$ cat src/rtl/fuzzy_t2_pkg.sv
// Shared types, constants and helpers for the interval type-2 fuzzy controller.
// Holds the rule-base geometry, the FSM state set and the t-norm select codes.
package fuzzy_t2_pkg;

    localparam int N_SETS  = 3;
    localparam int N_RULES = 9;
    localparam int W       = 8;

    localparam int TN_MIN  = 0;
    localparam int TN_PROD = 1;

    typedef enum logic [1:0] {
        IDLE,
        CAPTURE,
        SCAN,
        DONE
    } state_t;

    typedef struct packed {
        logic [1:0] i;
        logic [1:0] j;
    } rule_ij_t;

    // Rule k = 3*i + j : i picks the input-1 set, j the input-2 set.
    function automatic rule_ij_t rule_ij(input logic [3:0] k);
        rule_ij_t r;
        r.i = 2'(k / 4'd3);
        r.j = 2'(k % 4'd3);
        return r;
    endfunction

endpackage

$ cat src/rtl/t_norm.sv
// Combinational two-input t-norm: minimum, or rounded-up product (a*b + max) >> W.
// Ports: i_a, i_b grades in; o_y grade out.
module t_norm #(
    parameter int T_NORM = 0,
    parameter int W      = 8
) (
    input  logic [W-1:0] i_a,
    input  logic [W-1:0] i_b,
    output logic [W-1:0] o_y
);
    import fuzzy_t2_pkg::*;

    generate
        if (T_NORM == TN_PROD) begin : g_prod
            logic [2*W-1:0] w_sum;
            // Adding all-ones before the shift makes 255*255 map back to 255.
            assign w_sum = ({{W{1'b0}}, i_a} * {{W{1'b0}}, i_b})
                         + {{W{1'b0}}, {W{1'b1}}};
            assign o_y   = W'(w_sum >> W);
        end else begin : g_min
            assign o_y = (i_a < i_b) ? i_a : i_b;
        end
    endgenerate

endmodule

$ cat src/rtl/regra_disparo_t2.sv
// Sequential 3x3 rule-firing stage: snapshots the FOU grades and walks one rule per enabled cycle.
// Ports: clk/RESET/EN_SCLK/START control; FOU_* grades, Ativo_UP flags in; Regra_idx, Firing_*, N_ativas, Busy, Done out.
module regra_disparo_t2 #(
    parameter int T_NORM = 0,
    parameter int W      = 8
) (
    input  logic         clk,
    input  logic         RESET,
    input  logic         EN_SCLK,
    input  logic         START,
    input  logic [W-1:0] FOU_01_UP,
    input  logic [W-1:0] FOU_01_LOW,
    input  logic [W-1:0] FOU_02_UP,
    input  logic [W-1:0] FOU_02_LOW,
    input  logic [W-1:0] FOU_03_UP,
    input  logic [W-1:0] FOU_03_LOW,
    input  logic [W-1:0] FOU_04_UP,
    input  logic [W-1:0] FOU_04_LOW,
    input  logic [W-1:0] FOU_05_UP,
    input  logic [W-1:0] FOU_05_LOW,
    input  logic [W-1:0] FOU_06_UP,
    input  logic [W-1:0] FOU_06_LOW,
    input  logic [5:0]   Ativo_UP,
    output logic [3:0]   Regra_idx,
    output logic [W-1:0] Firing_UP,
    output logic [W-1:0] Firing_LOW,
    output logic         Firing_valid,
    output logic [3:0]   N_ativas,
    output logic         Busy,
    output logic         Done
);
    import fuzzy_t2_pkg::*;

    state_t       r_state;
    state_t       w_next;
    logic [3:0]   r_cnt;
    logic [W-1:0] r_up1  [N_SETS];
    logic [W-1:0] r_low1 [N_SETS];
    logic [W-1:0] r_up2  [N_SETS];
    logic [W-1:0] r_low2 [N_SETS];
    logic [2:0]   r_act1;
    logic [2:0]   r_act2;

    rule_ij_t     w_ij;
    logic         w_act;
    logic [W-1:0] w_tu;
    logic [W-1:0] w_tl;
    logic [W-1:0] w_low_c;

    assign w_ij  = rule_ij(r_cnt);
    assign w_act = r_act1[w_ij.i] & r_act2[w_ij.j];

    t_norm #(.T_NORM(T_NORM), .W(W)) u_tn_up (
        .i_a (r_up1[w_ij.i]),
        .i_b (r_up2[w_ij.j]),
        .o_y (w_tu)
    );

    t_norm #(.T_NORM(T_NORM), .W(W)) u_tn_low (
        .i_a (r_low1[w_ij.i]),
        .i_b (r_low2[w_ij.j]),
        .o_y (w_tl)
    );

    // Keep the interval well formed even if the fuzzifier hands us LOW > UP.
    assign w_low_c = (w_tl > w_tu) ? w_tu : w_tl;

    always_ff @(posedge clk or posedge RESET) begin
        if (RESET) r_state <= IDLE;
        else if (EN_SCLK) r_state <= w_next;
    end

    always_comb begin
        w_next = r_state;
        case (r_state)
            IDLE:    if (START) w_next = CAPTURE;
            CAPTURE: w_next = SCAN;
            SCAN:    if (r_cnt == 4'(N_RULES - 1)) w_next = DONE;
            DONE:    w_next = IDLE;
            default: w_next = IDLE;
        endcase
    end

    always_ff @(posedge clk or posedge RESET) begin
        if (RESET) begin
            r_cnt        <= '0;
            r_act1       <= '0;
            r_act2       <= '0;
            for (int s = 0; s < N_SETS; s++) begin
                r_up1[s]  <= '0;
                r_low1[s] <= '0;
                r_up2[s]  <= '0;
                r_low2[s] <= '0;
            end
            Regra_idx    <= '0;
            Firing_UP    <= '0;
            Firing_LOW   <= '0;
            Firing_valid <= 1'b0;
            N_ativas     <= '0;
            Busy         <= 1'b0;
            Done         <= 1'b0;
        end else if (EN_SCLK) begin
            Busy <= (r_state != IDLE);
            Done <= (r_state == DONE);
            case (r_state)
                CAPTURE: begin
                    r_up1[0]     <= FOU_01_UP;
                    r_up1[1]     <= FOU_02_UP;
                    r_up1[2]     <= FOU_03_UP;
                    r_low1[0]    <= FOU_01_LOW;
                    r_low1[1]    <= FOU_02_LOW;
                    r_low1[2]    <= FOU_03_LOW;
                    r_up2[0]     <= FOU_04_UP;
                    r_up2[1]     <= FOU_05_UP;
                    r_up2[2]     <= FOU_06_UP;
                    r_low2[0]    <= FOU_04_LOW;
                    r_low2[1]    <= FOU_05_LOW;
                    r_low2[2]    <= FOU_06_LOW;
                    // Bit 5 of Ativo_UP is set 01, so reverse into set order.
                    r_act1       <= {Ativo_UP[3], Ativo_UP[4], Ativo_UP[5]};
                    r_act2       <= {Ativo_UP[0], Ativo_UP[1], Ativo_UP[2]};
                    r_cnt        <= '0;
                    N_ativas     <= '0;
                    Firing_valid <= 1'b0;
                end
                SCAN: begin
                    Regra_idx    <= r_cnt;
                    Firing_UP    <= w_act ? w_tu : '0;
                    Firing_LOW   <= w_act ? w_low_c : '0;
                    Firing_valid <= w_act;
                    N_ativas     <= N_ativas + {3'b000, w_act};
                    r_cnt        <= r_cnt + 4'd1;
                end
                DONE: begin
                    Firing_valid <= 1'b0;
                end
                default: ;
            endcase
        end
    end

endmodule

$ cat config.mk
export PLATFORM = sky130hd
export DESIGN_NAME = regra_disparo_t2
export DESIGN_NICKNAME = d
export VERILOG_FILES = /design/src/rtl/fuzzy_t2_pkg.sv /design/src/rtl/t_norm.sv /design/src/rtl/regra_disparo_t2.sv
export SDC_FILE = /design/constraint.sdc
export NUM_CORES = 1
export LEC_CHECK = 0
export ABC_AREA = 1
export CAP_MARGIN = 20
export CELL_PAD_IN_SITES_DETAIL_PLACEMENT = 2
export CELL_PAD_IN_SITES_GLOBAL_PLACEMENT = 2
export CORE_UTILIZATION = 32
export DETAILED_ROUTE_END_ITERATION = 10
export PLACE_DENSITY = 0.77
export SLEW_MARGIN = 20
export SYNTH_ARGS = -nofsm -noshare
export SYNTH_HDL_FRONTEND = slang
export SYNTH_SLANG_ARGS = --single-unit
$ cat constraint.sdc
create_clock -name clk -period 6.8 [get_ports clk]
set_input_delay 0.68 -clock clk [delete_from_list [all_inputs] [get_ports clk]]
set_output_delay 0.68 -clock clk [all_outputs]
set_load 0.1 [all_outputs]
After elaboration in Yosys (flattened, before gate mapping)
Cells that the tools add are included.

Add/sub/neg operators: 2. Order comparisons: 7. Reductions and logical operators: 10. Bitwise logic cells: 3. Equality and inequality tests: 6. Divide/modulo/power cells: 2. Mux-type cells: 27.

Operators by type and width (number): $mux 8 (13); $bmux 8 s2 (4); $lt 8x8->1 (2); $pmux 4 s2 (2); $gt 8x8->1 (1); $pmux 2 s4 (1); $reduce_and 2->1 (4); $ge 3x3->1 const B (2); $lt 2x3->1 const B (2); $not 2->3 (2); $reduce_bool 2->1 (3); $add 4x1->4 (1); $add 4x1->4 const B (1); $bmux 1 s2 (2); $div 4x2->4 const B (1); $eq 2x2->1 const B (2); $eq 4x4->1 const B (1); $mod 4x2->4 const B (1); $mux 2 (2); $ne 2x2->1 const B (2); $reduce_and 3->1 (1); $eq 2x1->1 const B (1); $logic_not 2->1 (1); $mux 1 (2); other kinds (3) (3).

Word-level logic and storage cells: 80. Register bits after elaboration: 135. Output and inout bits: 27. Bits of input ports: 106.

Depth between registers and ports, before layout
Depth after elaboration: 10. Depth in mapped cells: 39. Mapped depth without buffers: 38.

By module
Synthesis repeated with hierarchy kept, for this count alone.

Cell total of the unflattened synthesis: 853. Area, all modules: 7319.5 um^2.

By module, submodules not included: regra_disparo_t2 (cells an instance 739, times used 1, seq. area each 3378.2 um^2, area each 6683.9 um^2); t_norm (cells an instance 57, times used 2, seq. area each 0.0 um^2, area each 317.8 um^2).

Worst setup path after synthesis
Ideal clock, no wire load.

Path type: reg-to-reg. From: reg r_cnt[3]. To: reg Firing_LOW[0]. Slack: 1.167 ns. Data arrival time: 5.566 ns. Library setup time: 0.068 ns. Stages on the path, launching flop included: 35. Cells stage by stage: dfrtp_1 > inv_2 > nand2_1 > inv_1 > ha_1 > inv_1 > ha_1 > nand2_2 > xor2_2 > ha_1 > inv_1 > nand3_4 > nand2_1 > nand2_1 > buf_2 > o21ai_0 > o21bai_1 > o21ai_0 > inv_1 > ha_1 > a21oi_1 > nor2_1 > a211oi_1 > nand2_4 > nand2_1 > nand2_1 > ha_1 > nand2_1 > nor2_1 > nand2_1 > o31ai_1 > inv_1 > nand3_1 > nand3_1 > nand2_1.

Longest elaborated chain between the ends: 10. Elaborated cells on any way between the ends: 28. Those cells by class: div: 2; order compare: 3; mux: 20; bitwise: 3.

Ends and longest elaborated chain: start, declared (line regra_disparo_t2.sv:36) `logic [3:0] r_cnt;`; start signal, assigned (line regra_disparo_t2.sv:132) `r_cnt <= r_cnt + 4'd1;`; $div 4x2->4 / $mod 4x2->4 (equally long branches) (line fuzzy_t2_pkg.sv:27, fuzzy_t2_pkg.sv:28); $not 2->3, on equally long branches; $bmux 8 s2, on equally long branches; $mux 8, on equally long branches (2 in series); $lt 8x8->1 (line t_norm.sv:21) `assign o_y = (i_a < i_b) ? i_a : i_b;`; $mux 8 (line t_norm.sv:21); $gt 8x8->1 (line regra_disparo_t2.sv:66) `assign w_low_c = (w_tl > w_tu) ? w_tu : w_tl;`; $mux 8 (line regra_disparo_t2.sv:66); $mux 8 (*) (line regra_disparo_t2.sv:129) `Firing_LOW <= w_act ? w_low_c : '0;`; end signal, assigned (line regra_disparo_t2.sv:129); end, declared (line regra_disparo_t2.sv:26) `output logic [W-1:0] Firing_LOW,`.

Every way passes the cells marked *; elsewhere a longest branch is shown, timed or not. The select of a mux whose other input is x is not followed. A chain may end at the register's enable or synchronous reset.

Worst setup path after layout
From: reg r_cnt[3]. To: reg Firing_LOW[5].

The elaborated chain is that of the path after synthesis.

==> impl_metrics.csv <==
group,metric,value,unit
status,run_status,"finished, final reports clean",
floorplan,core_area,21300,sq um
global_route,grt_pass1_vias,6709,
detailed_routing,drtPass1Iterations,4,
finish,multi_input_area,3300,sq um
setup_path,path_buf_inv,9,
placed_design,dp_hpwl,17500,um
finish,layout-drive-gt1-share,17.0,%
setup_path,cp_top_family,"simple AND/OR/NAND/NOR gates",
timing,final_hold_viol_count,0,
setup_path,critPathMostFrequentCell,"inv_1",
global_route,grt-ovfl-total,0,
synthesis,async_flop_share,100,%
timing,worst_slew_margin_rel,32.6,%
timing,max_freq,157,MHz
timing,finalClockSkew,0.0196,ns
synthesis,synth_edf_count,0,
synthesis,yosys.area.top_type,"dfrtp_1",
clocking,clock_sinks,135,
setup_path,worstPathMaxFanout,13,
finish,seq_area,3380,sq um
min_path,hp-start,"Done",
clocking,hold_buffers,0,
clocking,clock_latency,0.44,ns
setup_path,setup.worst_path.end_class,"register",
detailed_routing,wl,23400,um
global_route,grt_util_all_layers,22.4,%
timing,period_needed,6.38,ns
synthesis,ys_ff_latch,135,
timing,finalCritPeriodShare,93.8,%
global_route,grt_pass1_wl,37600,um
floorplan,start_util,33.1,%
setup_path,cp.required,7.11,ns
finish,layout_commonest_cell,"dfrtp_1",
synthesis,syn_inst,743,
synthesis,syn_area,7050,sq um
clocking,cts_tree,"done",
setup_path,crit_slowest_cell,"dfrtp_1",
finish,diodes,0,
floorplan,die_h,150,um
floorplan,pin_count,133,
synthesis,synth-seq-area-share,47.9,%
setup_path,timing.rr.end,"Firing_LOW[5]",
timing,slew_violations,0,
placed_design,dpl_worst_slack,-0.0652,ns
timing,rsz0062_at_grt,"false",
synthesis,synth-warning-count,0,
timing,tightest_slew,1.01,ns
synthesis,yosysTopAreaCellShare,47.9,%
synthesis,avgSynthCellArea,9.48,sq um
setup_path,startpoint_type,"register",
finish,final_nets,1018,
clocking,cts_buffer_depth,2,
timing,worst_slack,0.422,ns
finish,fillCellCount,2281,
finish,final_cell_mix,"dfrtp_1, clkdlybuf4s50_1, nand2_1, mux2_2, inv_1",
setup_path,r2r_start,"r_cnt[3]",
detailed_routing,drtIter0Drc,236,
setup_path,criticalPathCategory,"register to register",
finish,synthToLayoutAreaGrowth,31.5,%
detailed_routing,wl_per_cell,20.1,um
min_path,min_path_type,"register to register",
setup_path,ff2ff_setup_slack,0.42,ns
clocking,numCtsBuffers,17,
detailed_routing,vias_per_cell,5.07,
placed_design,routabilityCongestion,0.846,
setup_path,slowest_delay,0.40,ns
global_route,grt_max_degree,71,
min_path,hold_depth,1,
synthesis,synth_nets,884,
detailed_routing,vias,5911,
clocking,cts_max_level,4,
setup_path,arrival,6.69,ns
run,maxCapViolCount,0,
synthesis,ys_top_cells_by_area,"dfrtp_1, mux2_2, nand2_1",
floorplan,die-area,22600,sq um
clocking,cts_root_buf,"clkbuf_16",
timing,setup_violations,0,
placed_design,io_buffers,132,
synthesis,synth_cell_types,41,
detailed_routing,remaining_drc_errors,0,
detailed_routing,ant_nets,0,
setup_path,reg2regPathDepth,36,
floorplan,row_count,53,
clocking,clk_pin_slew_worst_paths,0.06,ns
min_path,worstHoldEndpoint,"Done",
floorplan,die_w,150,um
synthesis,ys.flop_type,"dfrtp_1",
global_route,antenna_found_initial,0,
worst max path at each step:
stage	from	to	depth (start not counted)
floorplan	r_cnt[3]	Firing_LOW[0]	34
global placement	r_cnt[2]	Firing_LOW[7]	32
detailed placement	r_cnt[3]	Firing_LOW[5]	33
CTS	r_cnt[3]	Firing_LOW[5]	33
global route	r_cnt[3]	Firing_LOW[5]	36
finish	r_cnt[3]	Firing_LOW[5]	36
worst reg2reg max path: cells and delay by family (launching register included):
family / cells / cell delay, ns
and+or+nand+nor: 15 / 1.84
AOI/OAI and AO/OA: 6 / 1.42
adders and majority gates: 5 / 1.21
buffers and inverters: 9 / 1.15
DFF: 1 / 0.40
xor gates and xnor gates: 1 / 0.24
area by class of cell:
type	instances	share of cell area, %
Sequential cell	135	36.5
Multi-Input combinational cell	506	35.6
Timing Repair Buffer	139	14.8
Clock buffer	18	4.63
Tap cell	275	3.71
Inverter	78	3.19
Clock inverter	14	1.61
metal layers:
layer	vias to the layer above	routed length [um]	global-route usage, %
li1	2760	-	-
met4	0	469	7.58
met2	114	11900	39.0
met5	-	0	0
met1	3007	10300	28.0
met3	30	687	3.48
flip-flops by register name, indices dropped and copies added (netlist names), 3 cells and up:
register,cells
Firing_LOW,8
Firing_UP,8
N_ativas,4
Regra_idx,4
r_act1,3
r_act2,3
r_cnt,4
r_low1,24
r_low2,24
r_up1,24
r_up2,24
per-stage QoR:
stage	hold slack (ns)	instance area [sq um]	utilization (%)	TNS (ns)	instances
floorplan	0.471	7050	-	0	743
detailed placement	0.472	8670	40.7	-0.247	1133
global route	0.508	9270	43.5	0	1165
CTS	0.494	9250	43.5	0	1165
global placement	0.447	8670	40.7	0	1133
finish	0.486	9270	43.5	0	1165
logic make-up after synthesis:
group / count (synthesis) / share of synthesized area, %
xor+xnor: 2 / 0.355
fa+ha+maj: 35 / 6.21
mux: 78 / 12.5
compound gates: 128 / 10.8
simple gates: 263 / 16.6
buf+inv: 102 / 5.63
flops: 135 / 47.9
synthesized netlist by cell type, types with 2 or more instances:
master,number
o211ai_1,3
nand2_4,3
a32o_1,6
o21ai_1,10
a22oi_1,3
a21oi_1,45
or2_2,10
nor2_2,2
and2_1,9
o2bb2ai_1,4
nand3_1,54
buf_2,4
nand3_2,2
inv_1,73
nand2_2,3
dfrtp_1,135
nand2_1,131
nor2_1,45
o21bai_1,7
inv_2,5
ha_1,35
mux2_2,78
o21ai_0,40
buf_1,3
clkbuf_1,15
o21a_1,3
timing repair:
action                                  CTS  global route
endpoints found under the setup margin    8             8
gates resized for setup                   1             5
pin swaps                                 0             1
buffers inserted                          0             0
Power is not shown: default switching activity piles up to over one toggle a cycle in this logic, so the estimate is an artifact.
